## src/rtl/fdivider_prog_pkg.sv

```systemverilog
// fdivider_prog_pkg
// Shared constants and the duty-cycle formula for the programmable divider.
// Both the RTL and the bench reference use these so that the high-phase
// definition lives in exactly one place.
//   MIN_DIV     smallest legal divisor; 0 and 1 are rejected
//   high_phase  cycles clk_out is high per period, floor(N/2)
//   rise_point  phase at which clk_out goes high, N - floor(N/2)
package fdivider_prog_pkg;

    localparam int unsigned MIN_DIV = 2;

    function automatic int unsigned high_phase(input int unsigned n);
        return n / 2;
    endfunction

    function automatic int unsigned rise_point(input int unsigned n);
        return n - high_phase(n);
    endfunction

endpackage

```

## src/rtl/fdivider_prog_if.sv

```systemverilog
// fdivider_prog_if
// Control and status bundle of the programmable clock divider.
//   enable, restart, div_load, div_value : controller -> divider
//   clk_out, tick, count, div_active,
//   load_err                             : divider -> controller
// master: the controlling side; slave: the divider itself.
interface fdivider_prog_if #(
    parameter int WIDTH = 8
);
    logic             enable;
    logic             restart;
    logic             div_load;
    logic [WIDTH-1:0] div_value;
    logic             clk_out;
    logic             tick;
    logic [WIDTH-1:0] count;
    logic [WIDTH-1:0] div_active;
    logic             load_err;

    modport master (
        output enable, restart, div_load, div_value,
        input  clk_out, tick, count, div_active, load_err
    );

    modport slave (
        input  enable, restart, div_load, div_value,
        output clk_out, tick, count, div_active, load_err
    );
endinterface

```

## src/rtl/fdivider_prog.sv

```systemverilog
// fdivider_prog
// Divides clk_in by a run-time programmable divisor N (div_active).
// Ports:
//   clk_in   system clock, rising edge
//   reset    synchronous, active-high
//   bus      fdivider_prog_if.slave: enable/restart/div_load/div_value in;
//            clk_out (low phase first), tick (one per period), count
//            (phase 0..N-1), div_active, load_err out
// A legal divisor is parked in a pending register and only takes effect at
// a period wrap, on restart, or while the counter is frozen, so clk_out
// never produces a runt pulse.
module fdivider_prog
    import fdivider_prog_pkg::*;
#(
    parameter int WIDTH       = 8,
    parameter int DEFAULT_DIV = 100
) (
    input  logic           clk_in,
    input  logic           reset,
    fdivider_prog_if.slave bus
);

    localparam logic [WIDTH-1:0] DEF_DIV = WIDTH'(DEFAULT_DIV);

    logic [WIDTH-1:0] count_q, count_nxt;
    logic [WIDTH-1:0] div_q, div_nxt;
    logic [WIDTH-1:0] pend_q, pend_nxt;
    logic             pend_v_q, pend_v_nxt;
    logic             clk_q, clk_nxt;
    logic             tick_q, tick_nxt;
    logic             err_q, err_nxt;
    logic             load_ok;
    logic             apply;

    always_comb begin
        load_ok    = bus.div_load && (32'(bus.div_value) >= MIN_DIV);
        err_nxt    = bus.div_load && !load_ok;
        // A same-cycle legal load overrides whatever was pending (last wins).
        pend_nxt   = load_ok ? bus.div_value : pend_q;
        pend_v_nxt = load_ok | pend_v_q;
        count_nxt  = count_q;
        div_nxt    = div_q;
        tick_nxt   = 1'b0;
        apply      = 1'b0;

        if (bus.restart) begin
            count_nxt = '0;
            apply     = 1'b1;
        end else if (!bus.enable) begin
            apply = 1'b1;
        end else if (count_q == div_q - WIDTH'(1)) begin
            count_nxt = '0;
            tick_nxt  = 1'b1;
            apply     = 1'b1;
        end else begin
            count_nxt = count_q + WIDTH'(1);
        end

        if (apply && pend_v_nxt) begin
            div_nxt    = pend_nxt;
            pend_v_nxt = 1'b0;
        end

        // Only reachable when a smaller divisor lands on a frozen counter.
        if (count_nxt >= div_nxt) begin
            count_nxt = '0;
        end

        // Derived from next count/divisor so the duty invariant holds even
        // across a divisor change on a frozen counter.
        clk_nxt = (32'(count_nxt) >= rise_point(32'(div_nxt)));
    end

    always_ff @(posedge clk_in) begin
        if (reset) begin
            count_q  <= '0;
            div_q    <= DEF_DIV;
            pend_q   <= DEF_DIV;
            pend_v_q <= 1'b0;
            clk_q    <= 1'b0;
            tick_q   <= 1'b0;
            err_q    <= 1'b0;
        end else begin
            count_q  <= count_nxt;
            div_q    <= div_nxt;
            pend_q   <= pend_nxt;
            pend_v_q <= pend_v_nxt;
            clk_q    <= clk_nxt;
            tick_q   <= tick_nxt;
            err_q    <= err_nxt;
        end
    end

    assign bus.count      = count_q;
    assign bus.div_active = div_q;
    assign bus.clk_out    = clk_q;
    assign bus.tick       = tick_q;
    assign bus.load_err   = err_q;

endmodule

```

## src/flat_wrapper.sv

```systemverilog
// flat-port wrapper written by rule: the top's interface ports become plain ports
module fdivider_prog_flat import fdivider_prog_pkg::*;
#(
    parameter int WIDTH       = 8,
    parameter int DEFAULT_DIV = 100
)
  (clk_in, reset, bus_enable, bus_restart, bus_div_load, bus_div_value, bus_clk_out, bus_tick, bus_count, bus_div_active, bus_load_err);
  fdivider_prog_if #(.WIDTH(WIDTH)) bus_i ();
  input  logic clk_in;
  input  logic reset;
  input wire logic [$bits(bus_i.enable)-1:0] bus_enable;
  input wire logic [$bits(bus_i.restart)-1:0] bus_restart;
  input wire logic [$bits(bus_i.div_load)-1:0] bus_div_load;
  input wire logic [$bits(bus_i.div_value)-1:0] bus_div_value;
  output wire logic [$bits(bus_i.clk_out)-1:0] bus_clk_out;
  output wire logic [$bits(bus_i.tick)-1:0] bus_tick;
  output wire logic [$bits(bus_i.count)-1:0] bus_count;
  output wire logic [$bits(bus_i.div_active)-1:0] bus_div_active;
  output wire logic [$bits(bus_i.load_err)-1:0] bus_load_err;
  assign bus_i.enable = bus_enable;
  assign bus_i.restart = bus_restart;
  assign bus_i.div_load = bus_div_load;
  assign bus_i.div_value = bus_div_value;
  assign bus_clk_out = bus_i.clk_out;
  assign bus_tick = bus_i.tick;
  assign bus_count = bus_i.count;
  assign bus_div_active = bus_i.div_active;
  assign bus_load_err = bus_i.load_err;
  fdivider_prog #(.WIDTH(WIDTH), .DEFAULT_DIV(DEFAULT_DIV)) u_core (.clk_in(clk_in), .reset(reset), .bus(bus_i));
endmodule
```

## config.mk

```make
export PLATFORM = sky130hd
export DESIGN_NAME = fdivider_prog_flat
export DESIGN_NICKNAME = d
export VERILOG_FILES = /design/src/rtl/fdivider_prog_pkg.sv /design/src/rtl/fdivider_prog_if.sv /design/src/rtl/fdivider_prog.sv /design/src/flat_wrapper.sv
export SDC_FILE = /design/constraint.sdc
export NUM_CORES = 1
export LEC_CHECK = 0
export ABC_AREA = 1
export BUFFER_PORTS_ARGS = -buffer_cell sky130_fd_sc_hd__buf_2
export CORE_MARGIN = 3
export CORE_UTILIZATION = 35
export DETAILED_ROUTE_END_ITERATION = 8
export HOLD_SLACK_MARGIN = 0.12
export PLACE_DENSITY_LB_ADDON = 0.15
export SYNTH_ARGS = -nofsm -noshare
export SYNTH_HDL_FRONTEND = slang
export SYNTH_SLANG_ARGS = --single-unit
```

## constraint.sdc

```tcl
create_clock -name clk_in -period 4.5 [get_ports clk_in]
set_clock_uncertainty 0.15 [all_clocks]
set_input_delay 0.225 -clock clk_in [delete_from_list [all_inputs] [get_ports clk_in]]
set_output_delay 0.225 -clock clk_in [all_outputs]
set_load 0.05 [all_outputs]
```

==> run_results.csv <==
group,metric,value,unit
grt,antenna_found_initial,0,
critical_path,cp_data_required_time,4.52,ns
place,dp_hpwl,5.03,mm
synth,syn-instance-count,345,
job,max_cap_violations,0,
synth,synth_seq_cells,28,
route,drt.antenna.violating_nets,0,
min_path,min_path_type,"in -> reg",
die,initial_utilization,36.5,%
critical_path,rr_startpoint,"u_core.bus.div_active[0]$_SDFF_PP0_",
timing,unrepaired_setup_endpoints_after_global_routing,"no",
clock_tree,clk_latency,0.28,ns
layout,flow.area_growth_from_synthesis,22.2,%
pwr,comb_power_share,37.8,%
critical_path,critPathKind,"reg -> reg",
route,via_count,2251,
layout,layout.cell_area.non_filler,2870,um^2
synth,post-synth-top-area-fraction,23.9,%
critical_path,cp_num_buf_inv,5,
grt,grt_max_degree,24,
synth,post_synth_instance_area,2340,um^2
critical_path,cp_startpoint_kind,"flop",
place,place.gp.congestion,0.890,
pwr,share_clk_of_total_power,26.8,%
clock_tree,clkSlewWorstSetupHoldPaths,0.10,ns
route,wl,6.40,mm
run_status,outcome,"completed",
clock_tree,cts-buffers-inserted,3,
grt,grt_util_all_layers,17.9,%
synth,syn_avg_cell_area,6.80,um^2
clock_tree,clock_tree.root_cell,"sky130_fd_sc_hd__clkbuf_8",
route,post-route-drc-count,0,
pwr,report.power.total,760,uW
critical_path,worstSetupStartpoint,"u_core.bus.div_active[0]$_SDFF_PP0_",
pwr,power.static_leakage,0.00157,uW
critical_path,cp_slowest_stage_delay,0.42,ns
clock_tree,clock_sink_count,28,
clock_tree,tritoncts,"yes",
clock_tree,htreeDepth,1,
place,port-buffer-count,31,
die,floorplan.rows,29,
clock_tree,clockBufferDepth,2,
route,first_pass_iters,4,
pwr,ratio_of_total_power_to_cell_area,265,nW/um^2
timing,relSlewSlack,66.7,%
min_path,hold_path.startpoint,"bus_div_value[3]",
synth,seq_area_frac_synth,23.9,%
layout,post-route-util,44.6,%
timing,fmaxAchievable,0.242,GHz
critical_path,timing.critical_path.to_type,"flop",
layout,finish.net_count,435,
pwr,netSwitchingPower,274,uW
place,placed_cells_incl_taps,451,
route,drt_first_iter_violations,152,
die,design.die.area,7720,um^2
timing,fin_crit,4.13,ns
synth,yosys.cell_types.count,36,
pwr,power.ir.vdd_worst,117,uV
critical_path,worst_path_dominant_cell_family,"compound AO/OA/AOI/OAI gates",
layout,n_antenna_cell,0,
grt,first_global_vias,2235,
layout,fin_cells,470,
die,io-pin-count,32,
pwr,intPower,486,uW
pwr,p_seq_share,35.4,%
timing,worstMarginPinSlew,0.500,ns
timing,report.final.slew_viol_count,0,
timing,fin_crit_sh,91.9,%
route,post_drt_wl_per_cell,13.6,um
die,die_w,87.9,um
critical_path,critical_path.slowest_cell,"sky130_fd_sc_hd__dfxtp_1",
critical_path,arrival,4.15,ns
layout,layout.filler_cells,671,
layout,multi_input_combinational_cell_area,1580,um^2
layout,regArea,562,um^2
synth,synthesis.nets,386,
synth,cell_taking_the_most_area_after_synthesis,"sky130_fd_sc_hd__dfxtp_1",
die,die_ht,87.9,um
grt,global_route_wire_length_before_repair,10.8,mm
synth,synth.yosys.warnings,0,
synth,top_area_cells_in_the_synthesized_netlist,"sky130_fd_sc_hd__dfxtp_1, sky130_fd_sc_hd__ha_1, sky130_fd_sc_hd__nand2_1, sky130_fd_sc_hd__inv_1, sky130_fd_sc_hd__nor2_1",
critical_path,critical_path_peak_fanout,9,
timing,timing_hold_violations_final,0,
layout,drive_above_1_share,21.9,%
timing,setup_viol_count_final,0,
die,design.core.area,6420,um^2
grt,grt_remaining_overflow,0,
pwr,switching_share,36.1,%
place,post_dp_cell_area,2590,um^2
timing,fin_tns_setup,0,ns
route,route.detailed.vias_per_inst,4.79,
[placed cells by master (no fill, tap or decap), types with 3 or more instances in the layout]
cell type / synthesis / routed
sky130_fd_sc_hd__nand2_1: 69 / 69
sky130_fd_sc_hd__inv_1: 57 / 57
sky130_fd_sc_hd__nor2_1: 33 / 33
sky130_fd_sc_hd__buf_2: 1 / 31
sky130_fd_sc_hd__dfxtp_1: 28 / 27
sky130_fd_sc_hd__ha_1: 27 / 25
sky130_fd_sc_hd__nand3_1: 23 / 22
sky130_fd_sc_hd__xor2_1: 10 / 10
sky130_fd_sc_hd__o21ai_0: 12 / 10
sky130_fd_sc_hd__a21oi_1: 10 / 10
sky130_fd_sc_hd__nand2_2: 9 / 9
sky130_fd_sc_hd__nor3_1: 9 / 9
sky130_fd_sc_hd__dlygate4sd3_1: 0 / 9
sky130_fd_sc_hd__buf_4: 0 / 8
sky130_fd_sc_hd__nand4_1: 7 / 7
sky130_fd_sc_hd__inv_2: 7 / 6
sky130_fd_sc_hd__o21ai_1: 3 / 5
sky130_fd_sc_hd__nor2_2: 6 / 5
sky130_fd_sc_hd__nor2_4: 2 / 3
sky130_fd_sc_hd__xnor2_1: 3 / 3
sky130_fd_sc_hd__o21a_1: 3 / 3
sky130_fd_sc_hd__or2_2: 3 / 3
sky130_fd_sc_hd__o21ai_4: 1 / 3
sky130_fd_sc_hd__mux2i_1: 3 / 3
sky130_fd_sc_hd__clkbuf_8: 0 / 3
[worst register-to-register path: cells and delay by family (launching register included)]
| family | cells | cell delay [ns] |
|---|---|---|
| AOI/OAI and AO/OA | 7 | 1.07 |
| and+or+nand+nor | 11 | 0.99 |
| adders and majority gates | 3 | 0.84 |
| DFF | 1 | 0.42 |
| buffers and inverters | 5 | 0.36 |
| xor gates and xnor gates | 1 | 0.16 |
[power groups by stage]
stage	Sequential, uW	Combinational, uW	Clock [uW]
floorplan	294	179	0
global placement	274	260	0
detailed placement	274	259	0
CTS	268	265	209
global route	270	334	218
finish	269	287	204
[synthesized netlist by cell type]
cell	count
sky130_fd_sc_hd__nand2_1	69
sky130_fd_sc_hd__inv_1	57
sky130_fd_sc_hd__nor2_1	33
sky130_fd_sc_hd__dfxtp_1	28
sky130_fd_sc_hd__ha_1	27
sky130_fd_sc_hd__nand3_1	23
sky130_fd_sc_hd__o21ai_0	12
sky130_fd_sc_hd__a21oi_1	10
sky130_fd_sc_hd__xor2_1	10
sky130_fd_sc_hd__nand2_2	9
sky130_fd_sc_hd__nor3_1	9
sky130_fd_sc_hd__inv_2	7
sky130_fd_sc_hd__nand4_1	7
sky130_fd_sc_hd__nor2_2	6
sky130_fd_sc_hd__clkbuf_1	3
sky130_fd_sc_hd__mux2i_1	3
sky130_fd_sc_hd__o21a_1	3
sky130_fd_sc_hd__o21ai_1	3
sky130_fd_sc_hd__or2_2	3
sky130_fd_sc_hd__xnor2_1	3
sky130_fd_sc_hd__nand2_4	2
sky130_fd_sc_hd__nor2_4	2
sky130_fd_sc_hd__nor3_2	2
sky130_fd_sc_hd__o21ai_2	2
sky130_fd_sc_hd__a221oi_1	1
sky130_fd_sc_hd__a31oi_1	1
sky130_fd_sc_hd__buf_2	1
sky130_fd_sc_hd__buf_6	1
sky130_fd_sc_hd__clkinv_1	1
sky130_fd_sc_hd__fa_1	1
sky130_fd_sc_hd__nand3_2	1
sky130_fd_sc_hd__nand3_4	1
sky130_fd_sc_hd__nor3b_1	1
sky130_fd_sc_hd__nor4_1	1
sky130_fd_sc_hd__o21ai_4	1
sky130_fd_sc_hd__o221ai_1	1
[sequential cells by signal, indices dropped and copies added, names as in the netlist]
name                   flops
u_core.bus.tick            1
u_core.pend_q              8
u_core.pend_v_q            1
u_core.bus.load_err        1
u_core.bus.div_active      8
u_core.bus.count           8
u_core.bus.clk_out         1
[repair_timing]
item | CTS | global route
hold buffers | 9 | 0
setup endpoints to repair | 0 | 1
gates resized for setup | 0 | 14
hold endpoints to repair | 7 | 0
setup buffers | 0 | 5
[area by class of cell]
| class | count | area share (%) |
|---|---|---|
| multi-input cells | 248 | 55.3 |
| flip-flops and latches | 28 | 19.6 |
| repair buffers | 48 | 10.7 |
| inverters | 65 | 8.60 |
| well taps | 77 | 3.36 |
| clock buffers | 3 | 1.44 |
| clock inverters | 1 | 1.05 |
[through the flow]
| step | worst slack [ns] | hold WS [ns] |
|---|---|---|
| after floorplan | 0.285 | 0.153 |
| after CTS | 0.222 | 0.122 |
| after global routing | 0.00693 | 0.137 |
| after detailed placement | 0.251 | 0.293 |
| after global placement | 0.264 | 0.284 |
| final | 0.367 | 0.123 |
[metal layers]
layer / global-route usage [%] / share of wire (%)
met2: 30.9 / 48
met3: 1.13 / 1.8
met5: 0 / 0
met1: 23.8 / 47
met4: 5.44 / 2.8
[cell families (layout without fill, tap and decap cells)]
logic type	after synthesis	in the layout	synth area share, %
flops	28	28	23.9
mux	3	3	1.28
compound gates	34	34	8.75
fa+ha+maj	28	28	15.3
simple gates	169	170	34.4
buf+inv	70	117	11.6
xor+xnor	13	13	4.86
[final timing paths]
| check | endpoint | slack [ns] | depth (start not counted) |
|---|---|---|---|
| max | u_core.bus.clk_out$_SDFF_PP0_ | 0.37 | 27 |
| min | u_core.pend_q[3]$_SDFF_PP0_ | 0.12 | 3 |
| max reg2reg | u_core.bus.clk_out$_SDFF_PP0_ | 0.37 | 27 |
| min reg2reg | u_core.pend_q[2]$_SDFF_PP1_ | 0.32 | 2 |
Power figures use the tool's default switching activity.
